File: src/rtl/instruction_fetch.sv
// Instruction fetch: credit-limited imem requests, in-order {pc,word} queue to decode, redirect flush
// with stale-response drop. Optional same-cycle response bypass when IFETCH_BYPASS_EN is defined.
module instruction_fetch #(
   parameter logic [31:0] RESET_PC    = 32'h0000_0000,
   parameter int          QUEUE_DEPTH = 4
) (
   input  logic        clk,
   input  logic        reset_n,
   input  logic        fetch_en,
   input  logic        redirect_valid,
   input  logic [31:0] redirect_pc,
   output logic        imem_req_valid,
   input  logic        imem_req_ready,
   output logic [31:0] imem_req_addr,
   input  logic        imem_resp_valid,
   input  logic [31:0] imem_resp_data,
   output logic        inst_valid,
   input  logic        inst_ready,
   output logic [31:0] inst_data,
   output logic [31:0] inst_pc
);

   localparam int             AW      = $clog2(QUEUE_DEPTH);
   localparam int             CW      = AW + 1;
   localparam logic [CW-1:0]  ONE     = CW'(1);
   localparam logic [AW-1:0]  PONE    = AW'(1);
   localparam logic [CW:0]    DEPTH_C = (CW+1)'(QUEUE_DEPTH);

   typedef enum logic {IDLE = 1'b0, FETCH = 1'b1} state_e;

   state_e        state_q, state_d;
   logic [31:0]   fetch_pc_q, fetch_pc_d;
   logic [CW-1:0] outstanding_q, outstanding_d;
   logic [CW-1:0] drop_q, drop_d;

   // PC FIFO: one entry per accepted request still owed a non-dropped response
   logic [31:0]   pcf_mem_q [QUEUE_DEPTH];
   logic [AW-1:0] pcf_wr_q, pcf_wr_d, pcf_rd_q, pcf_rd_d;
   logic [CW-1:0] pcf_cnt_q, pcf_cnt_d;
   logic [31:0]   pcf_head;

   logic [63:0]   iq_mem_q [QUEUE_DEPTH];
   logic [AW-1:0] iq_wr_q, iq_wr_d, iq_rd_q, iq_rd_d;
   logic [CW-1:0] iq_cnt_q, iq_cnt_d;
   logic [63:0]   iq_head;

   logic          req_fire;
   logic          resp_keep;
   logic          credit_ok;
   logic          bypass;
   logic          iq_nonempty;
   logic          iq_push;
   logic          iq_pop;
   logic [CW:0]   in_use;

   always_ff @(posedge clk) begin
      if (!reset_n) begin
         state_q <= IDLE;
      end else begin
         state_q <= state_d;
      end
   end

   // A request already presented must not be withdrawn just because fetch_en dropped
   always_comb begin
      state_d = state_q;
      case (state_q)
         IDLE:    if (fetch_en) state_d = FETCH;
         FETCH:   if (!fetch_en && !(imem_req_valid && !imem_req_ready)) state_d = IDLE;
         default: state_d = IDLE;
      endcase
   end

   always_comb begin
      imem_req_valid = 1'b0;
      if ((state_q == FETCH) && credit_ok && !redirect_valid) imem_req_valid = 1'b1;
   end

   assign imem_req_addr = fetch_pc_q;
   assign in_use        = {1'b0, outstanding_q} + {1'b0, iq_cnt_q};
   assign credit_ok     = (in_use < DEPTH_C);
   assign req_fire      = imem_req_valid & imem_req_ready;
   assign resp_keep     = imem_resp_valid & (drop_q == '0) & !redirect_valid & (pcf_cnt_q != '0);
   assign iq_nonempty   = (iq_cnt_q != '0);
   assign pcf_head      = pcf_mem_q[pcf_rd_q];
   assign iq_head       = iq_mem_q[iq_rd_q];

`ifdef IFETCH_BYPASS_EN
   assign bypass = resp_keep & !iq_nonempty;
`else
   assign bypass = 1'b0;
`endif

   assign iq_push    = resp_keep & !(bypass & inst_ready);
   assign iq_pop     = iq_nonempty & inst_ready & !redirect_valid;
   assign inst_valid = iq_nonempty | bypass;

   always_comb begin
      inst_data = '0;
      inst_pc   = '0;
      if (iq_nonempty) begin
         inst_data = iq_head[31:0];
         inst_pc   = iq_head[63:32];
      end else if (bypass) begin
         inst_data = imem_resp_data;
         inst_pc   = pcf_head;
      end
   end

   always_comb begin
      fetch_pc_d = fetch_pc_q;
      if (redirect_valid) fetch_pc_d = redirect_pc & 32'hFFFF_FFFC;
      else if (req_fire)  fetch_pc_d = fetch_pc_q + 32'd4;
   end

   always_comb begin
      outstanding_d = outstanding_q;
      if (req_fire && !imem_resp_valid)      outstanding_d = outstanding_q + ONE;
      else if (!req_fire && imem_resp_valid) outstanding_d = outstanding_q - ONE;
   end

   // A response landing in the redirect cycle is already discarded, so it is not counted again
   always_comb begin
      drop_d = drop_q;
      if (redirect_valid)                      drop_d = outstanding_q - (imem_resp_valid ? ONE : '0);
      else if (imem_resp_valid && drop_q != '0) drop_d = drop_q - ONE;
   end

   always_comb begin
      pcf_wr_d  = pcf_wr_q;
      pcf_rd_d  = pcf_rd_q;
      pcf_cnt_d = pcf_cnt_q;
      if (redirect_valid) begin
         pcf_wr_d  = '0;
         pcf_rd_d  = '0;
         pcf_cnt_d = '0;
      end else begin
         if (req_fire)  pcf_wr_d = pcf_wr_q + PONE;
         if (resp_keep) pcf_rd_d = pcf_rd_q + PONE;
         pcf_cnt_d = pcf_cnt_q + (req_fire ? ONE : '0) - (resp_keep ? ONE : '0);
      end
   end

   always_comb begin
      iq_wr_d  = iq_wr_q;
      iq_rd_d  = iq_rd_q;
      iq_cnt_d = iq_cnt_q;
      if (redirect_valid) begin
         iq_wr_d  = '0;
         iq_rd_d  = '0;
         iq_cnt_d = '0;
      end else begin
         if (iq_push) iq_wr_d = iq_wr_q + PONE;
         if (iq_pop)  iq_rd_d = iq_rd_q + PONE;
         iq_cnt_d = iq_cnt_q + (iq_push ? ONE : '0) - (iq_pop ? ONE : '0);
      end
   end

   always_ff @(posedge clk) begin
      if (!reset_n) begin
         fetch_pc_q    <= RESET_PC & 32'hFFFF_FFFC;
         outstanding_q <= '0;
         drop_q        <= '0;
         pcf_wr_q      <= '0;
         pcf_rd_q      <= '0;
         pcf_cnt_q     <= '0;
         iq_wr_q       <= '0;
         iq_rd_q       <= '0;
         iq_cnt_q      <= '0;
      end else begin
         fetch_pc_q    <= fetch_pc_d;
         outstanding_q <= outstanding_d;
         drop_q        <= drop_d;
         pcf_wr_q      <= pcf_wr_d;
         pcf_rd_q      <= pcf_rd_d;
         pcf_cnt_q     <= pcf_cnt_d;
         iq_wr_q       <= iq_wr_d;
         iq_rd_q       <= iq_rd_d;
         iq_cnt_q      <= iq_cnt_d;
      end
   end

   always_ff @(posedge clk) begin
      if (req_fire) pcf_mem_q[pcf_wr_q] <= fetch_pc_q;
      if (iq_push)  iq_mem_q[iq_wr_q]   <= {pcf_head, imem_resp_data};
   end

endmodule

File: config.mk
export PLATFORM = sky130hd
export DESIGN_NAME = instruction_fetch
export DESIGN_NICKNAME = d
export VERILOG_FILES = /design/src/rtl/instruction_fetch.sv
export SDC_FILE = /design/constraint.sdc
export NUM_CORES = 1
export LEC_CHECK = 0
export ABC_AREA = 1
export CAP_MARGIN = 20
export CORE_ASPECT_RATIO = 1.2
export CORE_UTILIZATION = 42
export DETAILED_ROUTE_END_ITERATION = 8
export GPL_ROUTABILITY_DRIVEN = 0
export PLACE_DENSITY = 0.67
export SLEW_MARGIN = 15
export SYNTH_ARGS = -nofsm -noshare
export SYNTH_HDL_FRONTEND = slang
export SYNTH_SLANG_ARGS = --single-unit
File: constraint.sdc
create_clock -name clk -period 6.1 [get_ports clk]
set_input_delay 1.525 -clock clk [delete_from_list [all_inputs] [get_ports clk]]
set_output_delay 1.525 -clock clk [all_outputs]
set_load 0.05 [all_outputs]
==> impl_results.md <==
* Number of endpoints failing setup at the final stage at 0
* Total Routed Length at 38600 um
* LEAKAGE at 7.33 nW
* Syn Area/Cell at 10.9 um2
* Register bit total from synthesis at 423
* Most frequent cell after synthesis: nor2_1
* Yosys warns at 0
* Post-CTS Setup Bufs at 0
* Final ANT Viol Nets at 0
* Vias/cell at 5.09
* Num CTS Buffers at 42
* Peak clock frequency supported by timing at 0.197 GHz
* Crit end category: output port
* Hold-fix buffers, CTS at 0
* CP startpoint kind: register
* Design Area, Final at 21100 um2
* Peak supply drop at 0.173 mV
* Post-synth EDFFs at 368
* Number of nets in the layout at 1851
* Number of antenna cells inserted at 0
* Post-DP Area at 19700 um2
* Area of the mapped netlist at 17500 um2
* Largest net degree at the start of global routing at 70
* Cells taking the most area after synthesis: edfxtp_1 (63%), nor2_1 (8.4%), dfxtp_1 (6.3%)
* Transition time of the tightest slew-check pin at 0.999 ns
* Die W at 189 um
* Sequential cell area in the final layout at 12200 um2
* Number of optimization iterations in the first detailed-route pass at 5
* Met2 global-route usage at 32.4%
* Worst-path maximum fanout at 65
* Cell chosen for the clock root: clkbuf_16
* Total number of clock tree sinks at 423
* Routed wire length per instance at 16.6 um
* Die boundary height at 226 um
* Global routing met1 resource utilization at 22.0%
* Area share of the largest cell type after synthesis at 63.0%
* Areal power density over the cells at 285 nW/um2
* Initial antenna violation count at 0
* # rows at 81
* Number of global-route vias before repair at 11400
* Final Core Density at 51.5%
* Proportion of layout cells with a drive suffix above 1 at 5.59%
* Starting Density at 42.8%
* Insertion delay to the later sink of the worst-skew pair at 0.54 ns
* Global routing usage summed across all routing layers at 18.0%
* TritonCTS clock tree: built
* IO Pins at 169
* Yosys cell types at 31
* Wire length of the first global-routing pass at 60100 um
* Number of slew-limit violations in the final report at 0
* Tightest Hold Check Type: register to register
* Number of gates given a new drive strength after cts at 0
* DRC marker count from the first detailed-route iteration at 733
* Overall via count from detail_route at 11900
* Global-route congestion overflow total at 0
* Area taken by multi-input logic gates at 4710 um2
* Most heavily used metal layer in global routing: met2
* Smallest hold slack at 0.488 ns
* DR DRC count at 0
* Setup tns final at 0 ns
* Overall die area at 42600 um2
* Async S/R FF share, synth at 0%
* Hold violation total from the final report at 0
* Headroom to the max-slew limit at 33.4%
* Crit share post-route at 83.3%
* Maximum level of the CTS H-tree at 2
* Largest buffer count on any clock path at 3
* Post-detailed-placement half-perimeter wirelength at 22700 um
* Clock transition at the registers of the reported paths at 0.06 ns
* Portion of the post-synthesis area used by sequential elements at 69.3%
* MaxCap Viol Count at 0
* Layout area overhead at 20.2%
* Required @ worst endpoint at 4.58 ns
* Fillcell total at 3546
* Post-synthesis instance total at 1612
* Met3 Use GR at 2.67%
* Placeable core area at 40900 um2
* Port Buffer Count at 162
* Critical path arrival at 3.56 ns
* Largest clock skew in the final design at 0.0149 ns
* Setup repair after global routing missed its margin: no
* Most frequently used flop master after synthesis: edfxtp_1
* Cell type with the largest total area after synthesis: edfxtp_1
* Worst Setup Path Type: register to output port
* Run status: finished clean
* Fin crit period at 5.08 ns
* Commonest cells post-synth: nor2_1 (392), edfxtp_1 (368), o21ai_0 (202)
## power by group
group	leakage [nW]	internal, mW	total, mW	switching (mW)
combinational	2.85	0.0946	0.234	0.140
sequential	3.81	3.16	3.20	0.0419
clock	0.683	1.55	2.58	1.03
total	7.33	4.80	6.02	1.21
## cell type report
type                            count  area share (%)
Tap cell                          539            3.20
Clock inverter                     25            1.17
Inverter                           95            1.71
Sequential cell                   423            57.7
Timing Repair Buffer              183            8.44
Clock buffer                       52            5.47
Multi-Input combinational cell   1012            22.4
## path summary, 6_finish.rpt
check | from | slack (ns) | depth (start not counted) | end
worst max-delay path | register | 1.02 | 5 | inst_data[8]
worst min-delay path | iq_rd_q[1] | 0.49 | 2 | register
worst max register to register | iq_cnt_q[1] | 3.33 | 10 | iq_cnt_q[2]
worst min register to register | iq_rd_q[1] | 0.49 | 2 | register
## placed cells by master, fill, tap and decap left out, types with 6 or more instances in the layout
cell / count
a21oi_1: 97
buf_4: 21
clkbuf_1: 7
clkbuf_16: 45
clkdlybuf4s50_1: 162
clkinv_1: 11
clkinv_2: 6
dfxtp_1: 53
edfxtp_1: 368
ha_1: 20
inv_1: 90
nand2_1: 182
nand3_1: 51
nor2_1: 384
o21ai_0: 202
o22ai_1: 30
xor2_1: 6
## worst max-delay path: stages, from the launching register on
cell	delay, ns
dfxtp_4	0.51
inv_2	0.81
buf_4	0.47
o21ai_0	0.16
a21oi_1	0.19
clkdlybuf4s50_1	0.83
## state kept, by name, summed over array words and instances (netlist names), named ones only
| signal | cells |
|---|---|
| drop_q | 3 |
| imem_req_addr | 30 |
| iq_cnt_q | 3 |
| iq_mem_q | 248 |
| iq_rd_q | 2 |
| iq_wr_q | 2 |
| outstanding_q | 3 |
| pcf_cnt_q | 3 |
| pcf_mem_q | 120 |
| pcf_rd_q | 2 |
| pcf_wr_q | 2 |
| state_q | 1 |
## logic make-up after synthesis
kind of cell,after synthesis,synth area share [%]
AO/OA/AOI/OAI,339,10.0
other,1,0.0214
buffers and inverters,180,4.17
XOR/XNOR,10,0.499
flip-flops,423,69.3
AND/OR/NAND/NOR,636,14.2
adder cells (fa/ha/maj),23,1.77
## layer usage
layer / share of wire [%] / routed length (um)
met1: 43 / 16500
met2: 49 / 19100
met3: 5.2 / 2000
met4: 2.6 / 1010
met5: 0 / 0
## metrics by stage
step	worst slack [ns]	power (mW)	std cells
final	1.02	6.02	2329
after floorplan	0.980	3.38	1615
after global routing	0.705	6.21	2329
after detailed placement	1.26	3.49	2252
after global placement	1.28	3.49	2252
after CTS	0.929	6.08	2329
No activity file was read; power rests on OpenSTA's default activity.
